--- config.mk ---
export PLATFORM = sky130hd
export DESIGN_NAME = arbitro_mem_original
export DESIGN_NICKNAME = d
export VERILOG_FILES = /design/src/rtl/arbitro_mem_original_pkg.sv /design/src/rtl/arbitro_mem_original_linha_atraso_leitura.sv /design/src/rtl/arbitro_mem_original.sv
export SDC_FILE = /design/constraint.sdc
export NUM_CORES = 1
export LEC_CHECK = 0
export CAP_MARGIN = 20
export CELL_PAD_IN_SITES_DETAIL_PLACEMENT = 1
export CELL_PAD_IN_SITES_GLOBAL_PLACEMENT = 2
export CORE_MARGIN = 4
export CORE_UTILIZATION = 25
export DETAILED_ROUTE_END_ITERATION = 10
export HOLD_SLACK_MARGIN = 0.08
export PLACE_DENSITY_LB_ADDON = 0.1
export SYNTH_ARGS = -nofsm -noshare
export SYNTH_HDL_FRONTEND = slang
export SYNTH_SLANG_ARGS = --single-unit
--- constraint.sdc ---
create_clock -name clk_100 -period 2.8 [get_ports clk_100]
set_input_delay 0.56 -clock clk_100 [delete_from_list [all_inputs] [get_ports clk_100]]
set_output_delay 0.56 -clock clk_100 [all_outputs]
set_load 0.005 [all_outputs]
--- src/rtl/arbitro_mem_original_pkg.sv ---
// Shared definitions for the original-image RAM arbiter.
//   tag_t    : owner of a read in flight (none, VGA display, resize).
//   wstate_t : HPS write sequencer states.
//   *_DEF    : default memory geometry and read latency.
package pkg_mem_original;

   typedef enum logic [1:0] {
      TAG_NONE  = 2'd0,
      TAG_VGA   = 2'd1,
      TAG_REDIM = 2'd2
   } tag_t;

   typedef enum logic [1:0] {
      W_IDLE    = 2'd0,
      W_ESCREVE = 2'd1,
      W_DONE    = 2'd2
   } wstate_t;

   localparam int ADDR_W_DEF  = 15;
   localparam int DATA_W_DEF  = 8;
   localparam int MEM_LAT_DEF = 2;

endpackage

--- src/rtl/arbitro_mem_original_linha_atraso_leitura.sv ---
// Read-tag delay line. Each cycle a tag enters; it leaves DEPTH cycles
// later, lined up with the memory data of the read it describes.
//   clk     : clock
//   rst_n   : asynchronous active-low clear (all stages become TAG_NONE)
//   tag_in  : tag of the read issued this cycle
//   tag_out : tag of the read whose data is on the memory output now
module linha_atraso_leitura
   import pkg_mem_original::*;
#(
   parameter int DEPTH = MEM_LAT_DEF + 1
)(
   input  logic       clk,
   input  logic       rst_n,
   input  logic [1:0] tag_in,
   output logic [1:0] tag_out
);

   logic [1:0] pipe [DEPTH];

   always_ff @(posedge clk or negedge rst_n) begin
      if (!rst_n) begin
         for (int i = 0; i < DEPTH; i++) pipe[i] <= TAG_NONE;
      end else begin
         pipe[0] <= tag_in;
         for (int i = 1; i < DEPTH; i++) pipe[i] <= pipe[i-1];
      end
   end

   assign tag_out = pipe[DEPTH-1];

endmodule

--- src/rtl/arbitro_mem_original.sv ---
// Arbiter/sequencer for the original-image RAM (simple dual port).
// The read port is time-sliced: slot 0 of every VGA_PERIOD always reads
// the display address, the other slots serve resize read requests.
// HPS pixel writes go through a request/done four-phase handshake and
// are held off while a resize is running.
// Ports:
//   clk_100, reset          : clock, asynchronous active-low reset
//   hps_req/addr/data/done  : HPS write handshake; hps_busy = blocked/active
//   redim_ativo             : resize in progress (blocks new writes)
//   redim_req/addr/gnt      : resize read request, combinational grant
//   redim_valid/pixel       : resize read return (one-cycle pulse)
//   vga_addr/valid/pixel    : display read address and returned pixel
//   mem_*                   : memory instance ports (all registered out)
module arbitro_mem_original
   import pkg_mem_original::*;
#(
   parameter int ADDR_W     = ADDR_W_DEF,
   parameter int DATA_W     = DATA_W_DEF,
   parameter int MEM_LAT    = MEM_LAT_DEF,
   parameter int VGA_PERIOD = 4
)(
   input  logic              clk_100,
   input  logic              reset,
   input  logic              hps_req,
   input  logic [ADDR_W-1:0] hps_addr,
   input  logic [DATA_W-1:0] hps_data,
   output logic              hps_done,
   output logic              hps_busy,
   input  logic              redim_ativo,
   input  logic              redim_req,
   input  logic [ADDR_W-1:0] redim_addr,
   output logic              redim_gnt,
   output logic              redim_valid,
   output logic [DATA_W-1:0] redim_pixel,
   input  logic [ADDR_W-1:0] vga_addr,
   output logic              vga_valid,
   output logic [DATA_W-1:0] vga_pixel,
   output logic [ADDR_W-1:0] mem_rdaddress,
   output logic [ADDR_W-1:0] mem_wraddress,
   output logic [DATA_W-1:0] mem_data,
   output logic              mem_wren,
   input  logic [DATA_W-1:0] mem_q
);

   localparam int FW = $clog2(VGA_PERIOD);

   logic [FW-1:0]     fase;
   wstate_t           estado, estado_prox;
   logic              captura;
   logic [ADDR_W-1:0] addr_lat;
   logic [DATA_W-1:0] data_lat;
   tag_t              tag_in;
   logic [1:0]        tag_out;

   // Handshakes: redim_req/redim_addr are held by the requester until
   // redim_gnt is seen high in the same cycle; the read is then accepted.
   // hps_req is held until hps_done; hps_done stays high until hps_req is
   // seen low, after which a new request may be taken the next cycle.
   // A resize read is not granted while the write is being issued, so a
   // read of the same address never races the write on the memory.
   assign redim_gnt = (fase != '0) && redim_req && (estado != W_ESCREVE);

   always_comb begin
      tag_in = TAG_NONE;
      if (fase == '0)     tag_in = TAG_VGA;
      else if (redim_gnt) tag_in = TAG_REDIM;
   end

   // Slot counter and read address; VGA_PERIOD is a power of two so the
   // counter wraps on its own.
   always_ff @(posedge clk_100 or negedge reset) begin
      if (!reset) begin
         fase          <= '0;
         mem_rdaddress <= '0;
      end else begin
         fase <= fase + 1'b1;
         if (fase == '0)     mem_rdaddress <= vga_addr;
         else if (redim_gnt) mem_rdaddress <= redim_addr;
      end
   end

   linha_atraso_leitura #(.DEPTH(MEM_LAT + 1)) u_linha (
      .clk     (clk_100),
      .rst_n   (reset),
      .tag_in  (tag_in),
      .tag_out (tag_out)
   );

   // Route the retiring memory word to its owner.
   always_ff @(posedge clk_100 or negedge reset) begin
      if (!reset) begin
         vga_valid   <= 1'b0;
         vga_pixel   <= '0;
         redim_valid <= 1'b0;
         redim_pixel <= '0;
      end else begin
         vga_valid   <= 1'b0;
         redim_valid <= 1'b0;
         case (tag_out)
            TAG_VGA: begin
               vga_pixel <= mem_q;
               vga_valid <= 1'b1;
            end
            TAG_REDIM: begin
               redim_pixel <= mem_q;
               redim_valid <= 1'b1;
            end
            default: ;
         endcase
      end
   end

   // Write sequencer: next state.
   always_comb begin
      estado_prox = estado;
      captura     = 1'b0;
      case (estado)
         W_IDLE: begin
            if (hps_req && !redim_ativo) begin
               estado_prox = W_ESCREVE;
               captura     = 1'b1;
            end
         end
         W_ESCREVE: estado_prox = W_DONE;
         W_DONE:    if (!hps_req) estado_prox = W_IDLE;
         default:   estado_prox = W_IDLE;
      endcase
   end

   // Write sequencer: state, latched request, registered memory write.
   always_ff @(posedge clk_100 or negedge reset) begin
      if (!reset) begin
         estado        <= W_IDLE;
         addr_lat      <= '0;
         data_lat      <= '0;
         mem_wren      <= 1'b0;
         mem_wraddress <= '0;
         mem_data      <= '0;
      end else begin
         estado   <= estado_prox;
         mem_wren <= (estado == W_ESCREVE);
         if (captura) begin
            addr_lat <= hps_addr;
            data_lat <= hps_data;
         end
         if (estado == W_ESCREVE) begin
            mem_wraddress <= addr_lat;
            mem_data      <= data_lat;
         end
      end
   end

   assign hps_done = (estado == W_DONE);
   assign hps_busy = redim_ativo || (estado != W_IDLE);

endmodule

==> results.tsv <==
stage	metric	value	unit
floorplanning	boundaryPins	126	
synth	synthMuxAreaShare	31.0	%
floorplanning	rows	43	
timing	slew_headroom	38.6	%
critical_path	crit_fanout	2	
finish	final_nets	409	
cts	clockRootBuffer	clkbuf_16	
synth	postSynthAreaPerCell	17.0	sq um
floorplanning	die_height	128	um
timing	rsz0062_at_grt	no	
critical_path	crit_path_end_kind	output pin	
cts	cts_resized	0	
finish	layout-drive-gt1-share	33.4	%
global_route	grt_pass1_wl	13.1	mm
finish	antenna_cells	0	
synth	synth_flop_cell	dfrtp_1	
synth	synthXorXnorAreaFrac	0	%
global_route	grt_max_degree	57	
synth	ys_seq_area_share	63.0	%
route	drcViolationCount	0	
route	wire_per_inst	15.6	um
cts	cts_hold_buf	0	
critical_path	startpoint	redim_req	
timing	max_freq	424	MHz
synth	yosysTopAreaCellShare	63.0	%
cts	worstSkewPairLatency	0.33	ns
floorplanning	initial_utilization	25.6	%
synth	synth_top_family_by_area	multiplexers	
cts	cts_buffer_depth	2	
power_and_ir_drop	peakVddDrop	265	uV
floorplanning	die_w	128	um
cts	post_cts_buffers	0	
critical_path	critPathRequiredTime	2.24	ns
route	via_per_inst	4.12	
route	finalWirelength	8.20	mm
global_route	grt.total_usage	10.5	%
finish	fin_util	37.9	%
synth	synth_area_leader_cell	dfrtp_1	
timing	finClkSkew	0.00454	ns
timing	period_minus_slack	2.36	ns
cts	cts_sinks	90	
timing	tightestPinTransition	0.920	ns
timing	report.final.slew_viol_count	0	
critical_path	r2r-start	fase[0]$_DFF_PN0_	
run	cap_violations	0	
synth	synth-edff-count	0	
synth	syn_inst	210	
timing	period_share	84.3	%
hold_path	hold_path_class	primary input to asynchronous set/reset pin	
timing	setup_violations	0	
floorplanning	coreArea	13900	sq um
synth	synth_compound_area_share	0.455	%
synth	syn_nets	277	
synth	yosysWarnings	0	
power_and_ir_drop	p_per_area	735	nW/um^2
critical_path	startpoint_type	primary input	
critical_path	critPathKind	primary input to output pin	
cts	cts-buffers-inserted	9	
synth	synthAdderAreaFrac	0.350	%
cts	cts_tree	done	
critical_path	arrival	1.80	ns
finish	area_delta_synth_final	47.8	%
route	num_vias	2172	
synth	synthArstFlopShare	100	%
global_route	grt_pass1_vias	2453	
route	dr.first_iter.drc_count	58	
synth	synth_area	3570	sq um
synth	synth.distinct_cells	17	
synth	synthTopCellsByCount	dfrtp_1 (90), mux2_2 (73), mux2_4 (19)	
place	dpl.hpwl	5.80	mm
cts	clk_pin_slew	0.06	ns
timing	setup_tns	0	ns
power_and_ir_drop	power.leakage	2.24	nW
global_route	overflow	0	
finish	fin_cells	527	
floorplanning	die-area	16300	sq um
timing	hold_viol	0	
synth	synth-simple-area-share	2.10	%
route	ant_nets	0	
synth	synthMostInstantiatedCell	dfrtp_1	
cts	htree_levels	3	
place	placed_cells	511	
status	status	complete, no violations	
route	drt-pass1-iter-count	4	
global_route	antenna_found_initial	0	
synth	synth_seq_cells	90	
place	port_buffers	125	
synth	ys_top_cells_by_area	dfrtp_1 (63%), mux2_2 (23%), mux2_4 (8.0%)	
place	gp_congestion	0.663	
==> stage by stage <==
| stage | instance area (sq um) | worst slack [ns] | hold slack, ns | power [mW] |
|---|---|---|---|---|
| global route | 5280 | 0.390 | 0.348 | 4.10 |
| detailed placement | 5020 | 0.446 | 0.337 | 2.82 |
| floorplan | 3570 | 1.15 | 0.264 | 2.17 |
| global placement | 5020 | 0.453 | 0.336 | 2.80 |
| CTS | 5280 | 0.431 | 0.315 | 3.97 |
| finish | 5280 | 0.439 | 0.280 | 3.88 |
==> critical path, stage by stage <==
cell and delay (ns):
clkdlybuf4s50_1 0.53, nand2_1 0.09, nor2_1 0.10, clkdlybuf4s50_1 0.52
==> flip-flops by register name, summed over array words and instances (netlist names), 2 cells and up <==
signal           flops
estado               2
mem_data             8
redim_pixel          8
vga_pixel            8
u_linha.pipe         4
fase                 2
u_linha.tag_out      2
addr_lat            15
mem_wraddress       15
data_lat             8
mem_rdaddress       15
==> final cells by class <==
cell class | count | area, sq um
Inverter | 5 | 18.8
Clock inverter | 3 | 15.0
Tap cell | 180 | 225
Fill cell | 1438 | 8650
Sequential cell | 90 | 2250
Multi-Input combinational cell | 105 | 1210
Clock buffer | 13 | 250
Timing Repair Buffer | 131 | 1310
==> where the power goes <==
| group | switching [mW] | internal, mW | leakage, nW |
|---|---|---|---|
| clock network | 0.484 | 0.623 | 0.133 |
| logic | 0.286 | 0.731 | 1.04 |
| registers | 0.152 | 1.60 | 1.07 |
| total | 0.923 | 2.96 | 2.24 |
==> kinds of logic (layout without fill, tap and decap cells) <==
| group | after synthesis | in the layout |
|---|---|---|
| DFF | 90 | 90 |
| muxes | 92 | 92 |
| adders and majority gates | 1 | 1 |
| buffers and inverters | 15 | 152 |
| AOI/OAI and AO/OA | 1 | 1 |
| and+or+nand+nor | 11 | 11 |
==> layer usage <==
metal	routed length, um	global-route usage (%)
met1	3580	13.0
met2	3730	16.1
met3	749	4.39
met4	136	4.73
met5	0	0
==> final timing paths <==
kind | slack (ns) | depth (start not counted) | endpoint
max | 0.44 | 4 | redim_gnt
min | 0.28 | 1 | vga_pixel[7]$_DFFE_PN0P_
max reg2reg | 1.02 | 5 | mem_rdaddress[12]$_DFFE_PN0P_
min reg2reg | 0.35 | 0 | u_linha.pipe[2]$_DFF_PN0_
max in group asynchronous | 1.81 | 2 | mem_data[6]$_DFFE_PN0N_
min in group clk_100 | 0.35 | 0 | u_linha.pipe[2]$_DFF_PN0_
==> layout by cell type (no fill, tap or decap) <==
cell type          n
clkbuf_1           3
mux2_2            73
clkinv_2           3
buf_4              6
clkdlybuf4s50_1  124
a21oi_4            1
inv_1              5
nor2_8             1
nand2b_1           1
nor2b_1            2
dfrtp_1           90
buf_12             1
nor2_1             2
nand2b_2           1
mux2_4            19
ha_1               1
or3_4              1
clkbuf_8           1
clkbuf_16          9
nand2_1            3
(Power assumes the default switching activity.)
